==> src/rtl/rtc_apb_master.sv <==
// Single-outstanding APB requester: one command in, one APB transfer out, one response back.
// Optional ACCESS-phase watchdog enabled by defining RTC_APB_TIMEOUT_EN.
module rtc_apb_master #(
  parameter int ADDR_W      = 8,
  parameter int DATA_W      = 32,
  parameter int TIMEOUT_CYC = 16
) (
  input  logic              CLK_APB,
  input  logic              rst_i,
  input  logic              cmd_valid_i,
  output logic              cmd_ready_o,
  input  logic              cmd_write_i,
  input  logic [ADDR_W-1:0] cmd_addr_i,
  input  logic [DATA_W-1:0] cmd_wdata_i,
  output logic              rsp_valid_o,
  input  logic              rsp_ready_i,
  output logic [DATA_W-1:0] rsp_rdata_o,
  output logic              rsp_err_o,
  output logic              rsp_timeout_o,
  output logic              PSEL,
  output logic              PENABLE,
  output logic              PWRITE,
  output logic [ADDR_W-1:0] PADDR,
  output logic [DATA_W-1:0] PWDATA,
  input  logic [DATA_W-1:0] PRDATA,
  input  logic              PREADY,
  input  logic              PSLVERR
);

  typedef enum logic [1:0] {
    ST_IDLE   = 2'd0,
    ST_SETUP  = 2'd1,
    ST_ACCESS = 2'd2,
    ST_RESP   = 2'd3
  } state_t;

  if ((TIMEOUT_CYC < 32'sd2) || (TIMEOUT_CYC > 32'sd255)) begin : g_bad_timeout_cyc
    $error("rtc_apb_master: TIMEOUT_CYC must be in 2..255");
  end

  state_t            r_state;
  state_t            w_state_nxt;
  logic              w_accept;
  logic              w_complete;
  logic              w_tmo_hit;

  logic              r_cmd_ready;
  logic              r_rsp_valid;
  logic [DATA_W-1:0] r_rsp_rdata;
  logic              r_rsp_err;
  logic              r_psel;
  logic              r_penable;
  logic              r_pwrite;
  logic [ADDR_W-1:0] r_paddr;
  logic [DATA_W-1:0] r_pwdata;

  assign w_accept   = (r_state == ST_IDLE) && cmd_valid_i;
  assign w_complete = (r_state == ST_ACCESS) && PREADY;

  // State register
  always_ff @(posedge CLK_APB) begin
    if (rst_i) begin
      r_state <= ST_IDLE;
    end else begin
      r_state <= w_state_nxt;
    end
  end

  // Next-state decode
  always_comb begin
    w_state_nxt = r_state;
    case (r_state)
      ST_IDLE: begin
        if (cmd_valid_i) begin
          w_state_nxt = ST_SETUP;
        end else begin
          w_state_nxt = ST_IDLE;
        end
      end
      ST_SETUP: begin
        w_state_nxt = ST_ACCESS;
      end
      ST_ACCESS: begin
        if (PREADY || w_tmo_hit) begin
          w_state_nxt = ST_RESP;
        end else begin
          w_state_nxt = ST_ACCESS;
        end
      end
      ST_RESP: begin
        if (rsp_ready_i) begin
          w_state_nxt = ST_IDLE;
        end else begin
          w_state_nxt = ST_RESP;
        end
      end
      default: begin
        w_state_nxt = ST_IDLE;
      end
    endcase
  end

  // Registered APB signals and response payload, all decoded from the next state
  always_ff @(posedge CLK_APB) begin
    if (rst_i) begin
      r_cmd_ready <= 1'b1;
      r_rsp_valid <= 1'b0;
      r_rsp_rdata <= {DATA_W{1'b0}};
      r_rsp_err   <= 1'b0;
      r_psel      <= 1'b0;
      r_penable   <= 1'b0;
      r_pwrite    <= 1'b0;
      r_paddr     <= {ADDR_W{1'b0}};
      r_pwdata    <= {DATA_W{1'b0}};
    end else begin
      r_cmd_ready <= (w_state_nxt == ST_IDLE);
      r_rsp_valid <= (w_state_nxt == ST_RESP);
      r_psel      <= (w_state_nxt == ST_SETUP) || (w_state_nxt == ST_ACCESS);
      r_penable   <= (w_state_nxt == ST_ACCESS);
      if (w_accept) begin
        r_pwrite <= cmd_write_i;
        r_paddr  <= cmd_addr_i;
        r_pwdata <= cmd_write_i ? cmd_wdata_i : {DATA_W{1'b0}};
      end else begin
        r_pwrite <= r_pwrite;
        r_paddr  <= r_paddr;
        r_pwdata <= r_pwdata;
      end
      // A timed-out transfer reports an error with no data
      if (w_complete) begin
        r_rsp_rdata <= r_pwrite ? {DATA_W{1'b0}} : PRDATA;
        r_rsp_err   <= PSLVERR;
      end else if (w_tmo_hit) begin
        r_rsp_rdata <= {DATA_W{1'b0}};
        r_rsp_err   <= 1'b1;
      end else begin
        r_rsp_rdata <= r_rsp_rdata;
        r_rsp_err   <= r_rsp_err;
      end
    end
  end

`ifdef RTC_APB_TIMEOUT_EN
  localparam logic [7:0] TMO_LAST = 8'(TIMEOUT_CYC - 1);

  logic [7:0] r_tmo_cnt;
  logic       r_rsp_timeout;

  assign w_tmo_hit = (r_state == ST_ACCESS) && !PREADY && (r_tmo_cnt == TMO_LAST);

  // Count stalled ACCESS cycles; cleared whenever a new transfer enters SETUP
  always_ff @(posedge CLK_APB) begin
    if (rst_i) begin
      r_tmo_cnt     <= 8'd0;
      r_rsp_timeout <= 1'b0;
    end else begin
      if (w_accept) begin
        r_tmo_cnt <= 8'd0;
      end else if ((r_state == ST_ACCESS) && !PREADY && !w_tmo_hit) begin
        r_tmo_cnt <= r_tmo_cnt + 8'd1;
      end else begin
        r_tmo_cnt <= r_tmo_cnt;
      end
      if (w_tmo_hit) begin
        r_rsp_timeout <= 1'b1;
      end else if (w_complete) begin
        r_rsp_timeout <= 1'b0;
      end else begin
        r_rsp_timeout <= r_rsp_timeout;
      end
    end
  end

  assign rsp_timeout_o = r_rsp_timeout;
`else
  assign w_tmo_hit     = 1'b0;
  assign rsp_timeout_o = 1'b0;
`endif

  assign cmd_ready_o = r_cmd_ready;
  assign rsp_valid_o = r_rsp_valid;
  assign rsp_rdata_o = r_rsp_rdata;
  assign rsp_err_o   = r_rsp_err;
  assign PSEL        = r_psel;
  assign PENABLE     = r_penable;
  assign PWRITE      = r_pwrite;
  assign PADDR       = r_paddr;
  assign PWDATA      = r_pwdata;

endmodule

==> config.mk <==
export PLATFORM = sky130hd
export DESIGN_NAME = rtc_apb_master
export DESIGN_NICKNAME = d
export VERILOG_FILES = /design/src/rtl/rtc_apb_master.sv
export SDC_FILE = /design/constraint.sdc
export NUM_CORES = 1
export LEC_CHECK = 0
export ABC_CLOCK_PERIOD_IN_PS = 1500
export CAP_MARGIN = 20
export CORE_MARGIN = 2
export CORE_UTILIZATION = 39
export CTS_CLUSTER_DIAMETER = 40
export DETAILED_ROUTE_END_ITERATION = 12
export GPL_TIMING_DRIVEN = 0
export PLACE_DENSITY = 0.79
export RECOVER_POWER = 100
export REMOVE_ABC_BUFFERS = 1
export SYNTH_ARGS = -nofsm -noshare
export SYNTH_HDL_FRONTEND = slang
export SYNTH_SLANG_ARGS = --single-unit
==> constraint.sdc <==
create_clock -name CLK_APB -period 1.5 [get_ports CLK_APB]
set_input_delay 0.3 -clock CLK_APB [delete_from_list [all_inputs] [get_ports CLK_APB]]
set_output_delay 0.3 -clock CLK_APB [all_outputs]
set_load 0.02 [all_outputs]
# Word-level counts from Yosys, hierarchy flattened
# Cells that the tools add are included.
classes:
  mux: 6
  n_eq_ne: 6
  n_reduce_logical: 5
ops:
  columns: ["operator", "count"]
  rows:
  - ["$mux W32", 2]
  - ["$eq A2 B2 Y1 const B", 4]
  - ["$pmux W2 S4", 1]
  - ["$eq A2 B1 Y1 const B", 2]
  - ["$logic_not A2 Y1", 2]
  - ["$logic_and A1 B1 Y1", 2]
  - ["$mux W1", 2]
  - ["$mux W2", 1]
  - ["$logic_or A1 B1 Y1", 1]
totals:
  ff_bits: 80
  elab_cells: 27
  input_bits: 79
  out_inout_bits: 79

# Longest topological paths before layout
logic_depth:
  depth_word: 4
  mapped_depth: 6
  mapped_depth_nobuf: 3

# Worst setup path before layout
# No wires, ideal clock.
synth_path:
  path_kind: "register -> register"
  from: "register r_state[1]"
  to: "register r_paddr[0], in the netlist PADDR[0]"
  stages_incl_launch_ff: 7
  arrival_ns: 1.134
  n_path_buf: 3
  setup_slack_ns: 0.233
  required_time_ns: 1.368
  setup_time_ns: 0.132
  synth_period_minus_slack_ns: 1.267
  path_cell_list: "dfxtp_1 buf_6 or3b_1 buf_6 buf_6 nand2_1 a21oi_1"
synth_via:
  elab_chain_cells: 2
synth_rtl:
  columns: ["item", "line_no", "source"]
  rows:
  - ["start: declaration", "41", "state_t r_state;"]
  - ["start signal: assignment", "65", "r_state <= w_state_nxt;"]
  - ["$logic_not A2 Y1", "57", "assign w_accept = (r_state == ST_IDLE) && cmd_valid_i;"]
  - ["$logic_and A1 B1 Y1", "57", null]
  - ["end signal: assignment", "113", "r_paddr <= {ADDR_W{1'b0}};"]
  - ["end signal: assignment", "122", "r_paddr <= cmd_addr_i;"]
  - ["end signal: assignment", "126", "r_paddr <= r_paddr;"]
  - ["end: declaration", "54", "logic [ADDR_W-1:0] r_paddr;"]
# No other way between the ends.
# A chain may end at the register's enable or synchronous reset.

# Worst setup path after layout
layout_path:
  from: "register r_pwrite, in the netlist PWRITE"
  to: "output PWRITE"
layout_rtl:
  columns: ["item", "line_no", "source"]
  rows:
  - ["start: declaration", "53", "logic r_pwrite;"]
  - ["start signal: assignment", "121", "r_pwrite <= cmd_write_i;"]
  - ["start signal: assignment", "125", "r_pwrite <= r_pwrite;"]
  - ["end: declaration", "22", "output logic PWRITE,"]
# No word-level cell between the ends.

==> qor.csv <==
metric,value,unit
grt_overflow,0,
routed_via_density,5.002,
worstMarginPinSlew,895.6,ps
clkLatencyLatePin,340,ps
antenna_found_initial,0,
cts.reportedPaths.clkPinSlew,70,ps
track_usage,20.89,%
antenna_left,0,
fmax,730.5,MHz
core,7607,µm²
worstSetupPathType,flip-flop to primary output,
cp_max_fo,18,
root_buffer,clkbuf_8,
synth_area,3028,µm²
die_w,92.11,µm
cts_sinks,80,
vias,3041,
die_y,92.11,µm
setup_viol,0,
cts_made_buffers,9,
critPathRequiredTime,1200,ps
holdWs,312.3,ps
grt_pass1_vias,3024,
rsz0062_at_grt,false,
drc,0,
yosysWarnings,0,
cp-start-kind,flip-flop,
outcome,"finished, final reports clean",
rows,32,
place.gp.congestion,0.7497,
critPathCaptureType,primary output,
synth.distinct_cells,24,
area_growth,57.98,%
synth_top_area_share,52.89,%
finalWirelength,8726,µm
netlist_top_cells_count,"nand2_1, dfxtp_1, a21oi_1",
netlist.top_cell.by_area,dfxtp_1,
start_util,39.80,%
port_buffers,156,
synthArstFlopShare,0,%
drive_gt1_share,6.324,%
synth.most_common_cell,nand2_1,
seq_area,1608,µm²
tritoncts,built,
fill_cells,664,
fin_util,62.88,%
multi_input_area,1244,µm²
cts-htree-levels,3,
irDropWorstVdd,707.7,µV
ys_ff_latch,80,
crit_family,flip-flops,
worstPathCellList,clkdlybuf4s15_2,
stdcell_count,608,
first_iter_violations,105,
p_per_area,962.7,nW/µm²
post-route-min-period,1369,ps
synth_area_leaders,"dfxtp_1, a21oi_1, nand2_1",
clk_path_buf_depth,2,
synth_edf_count,0,
power.leakage,2.006,nW
diodes,0,
reg2reg_setup_slack,130,ps
die-area,8484,µm²
ys.flop_type,dfxtp_1,
hold_viol,0,
avgSynthCellArea,8.482,µm²
dr.pass1.iters,4,
hold_class,input pin to flip-flop,
synth_cells,357,
wire_per_inst,14.35,µm
maxCapViolations,0,
cp_slowest_cell,dfxtp_4,
arrival,1070,ps
slew_viol_final,0,
dp_cells,586,
synth_seq_area_share,52.89,%
dpl_worst_slack,-745.6,ps
min_period_over_period,91.26,%
nNetsFinal,582,
grt_pass1_wl,14150,µm
slowest_delay,440,ps
slew_headroom,40.29,%
crit_buf_inv,1,
grt_max_degree,43,
ios,158,
hpwl,5956,µm
skew,8.114,ps
final.setup.worst_slack,131.1,ps
cts_hold_buf,0,
## worst register-to-register path, stage by stage, from the launching register on
cell	delay (ps)
dfxtp_2	410
or3b_4	480
buf_12	170
nand2_1	80
a21oi_1	70
## final cells by class
type,instances,area share (%)
clock buffer,13,3.113
sequential,80,33.61
inverter,1,0.07847
multi-input combinational,242,26.00
tap,102,2.668
timing repair buffer,169,34.42
clock inverter,1,0.1046
## worst paths after layout
path / endpoint / depth (start not counted) / startpoint
setup / recovery: PWRITE / 1 / PWRITE$_SDFFE_PP0P_
hold / removal: cmd_ready_o$_SDFF_PP1_ / 2 / cmd_valid_i
setup reg to reg: PWDATA[23]$_SDFFE_PP0P_ / 4 / r_state[0]$_SDFF_PP0_
hold reg to reg: PWDATA[7]$_SDFFE_PP0P_ / 2 / PWDATA[7]$_SDFFE_PP0P_
## where the power goes
part / leakage, nW / total (mW) / internal [mW] / switching [mW]
clock: 0.0794 / 1.32 / 0.628 / 0.696
sequential: 0.652 / 2.32 / 2.24 / 0.0813
combinational: 1.28 / 0.962 / 0.478 / 0.484
## metal layers
layer	global-route usage (%)	wire length [µm]	part of all wire, %
met4	6.468	101	1.2
met3	11.26	1125	13
met5	0	0	0
met1	23.85	3429	39
met2	33.64	4069	47
## cells by family after synthesis
logic type	count (synthesis)	share of synthesized area [%]
simple gates	157	25.99
buf+inv	36	6.859
other cells	1	0.1238
compound gates	83	14.13
flops	80	52.89
## through the flow
| stage | instance area, µm² | TNS [ps] | power [mW] |
|---|---|---|---|
| 2_1_floorplan | 2824 | -6624 | 2.739 |
| 3_3_place_gp | 4513 | -125080 | 3.276 |
| 3_5_place_dp | 4628 | -41670 | 3.353 |
| 4_1_cts | 4775 | 0 | 4.664 |
| 5_1_grt | 4783 | 0 | 4.854 |
| 6_report | 4783 | 0 | 4.605 |
## registers in the layout (all words and copies together) (netlist names)
signal       flops
PADDR            8
PENABLE          1
PSEL             1
PWDATA          32
PWRITE           1
cmd_ready_o      1
r_state          2
rsp_err_o        1
rsp_rdata_o     32
rsp_valid_o      1
## placed cells by master (no fill, tap or decap)
master           synthesis  layout
nor2_1                   1       1
nor2b_1                  1       1
clkbuf_8                 0      10
a211oi_1                 1       1
clkdlybuf4s15_2          0       1
conb_1                   1       1
buf_6                    6       1
dfxtp_4                  0       1
buf_8                    0       3
or3b_4                   0       1
inv_1                    1       1
a21oi_1                 76      76
clkinv_2                 0       1
or3_1                    1       1
buf_16                   0       2
o21ai_0                  2       2
nand2_1                 85      85
nand3b_1                33      33
o21a_1                   1       1
dfxtp_1                 80      77
dfxtp_2                  0       2
clkbuf_1                15       4
nand3_1                 32      32
nor3b_1                  1       1
dlygate4sd2_1            0      77
dlymetal6s2s_1           0       1
a31oi_1                  1       1
nor3b_4                  1       2
and3b_4                  0       1
clkdlybuf4s50_1          0      76
o31ai_1                  1       1
a2111oi_0                1       1
buf_12                   0       2
buf_4                    4       3
clkbuf_2                 0       2
## timing repair
| item | CTS | global route |
|---|---|---|
| setup endpoints to repair | 152 | 57 |
| pin swaps | 1 | 0 |
| buffers inserted | 6 | 1 |
| gates cloned | 1 | 0 |
| gates resized for setup | 88 | 2 |
(Power assumes the default switching activity.)
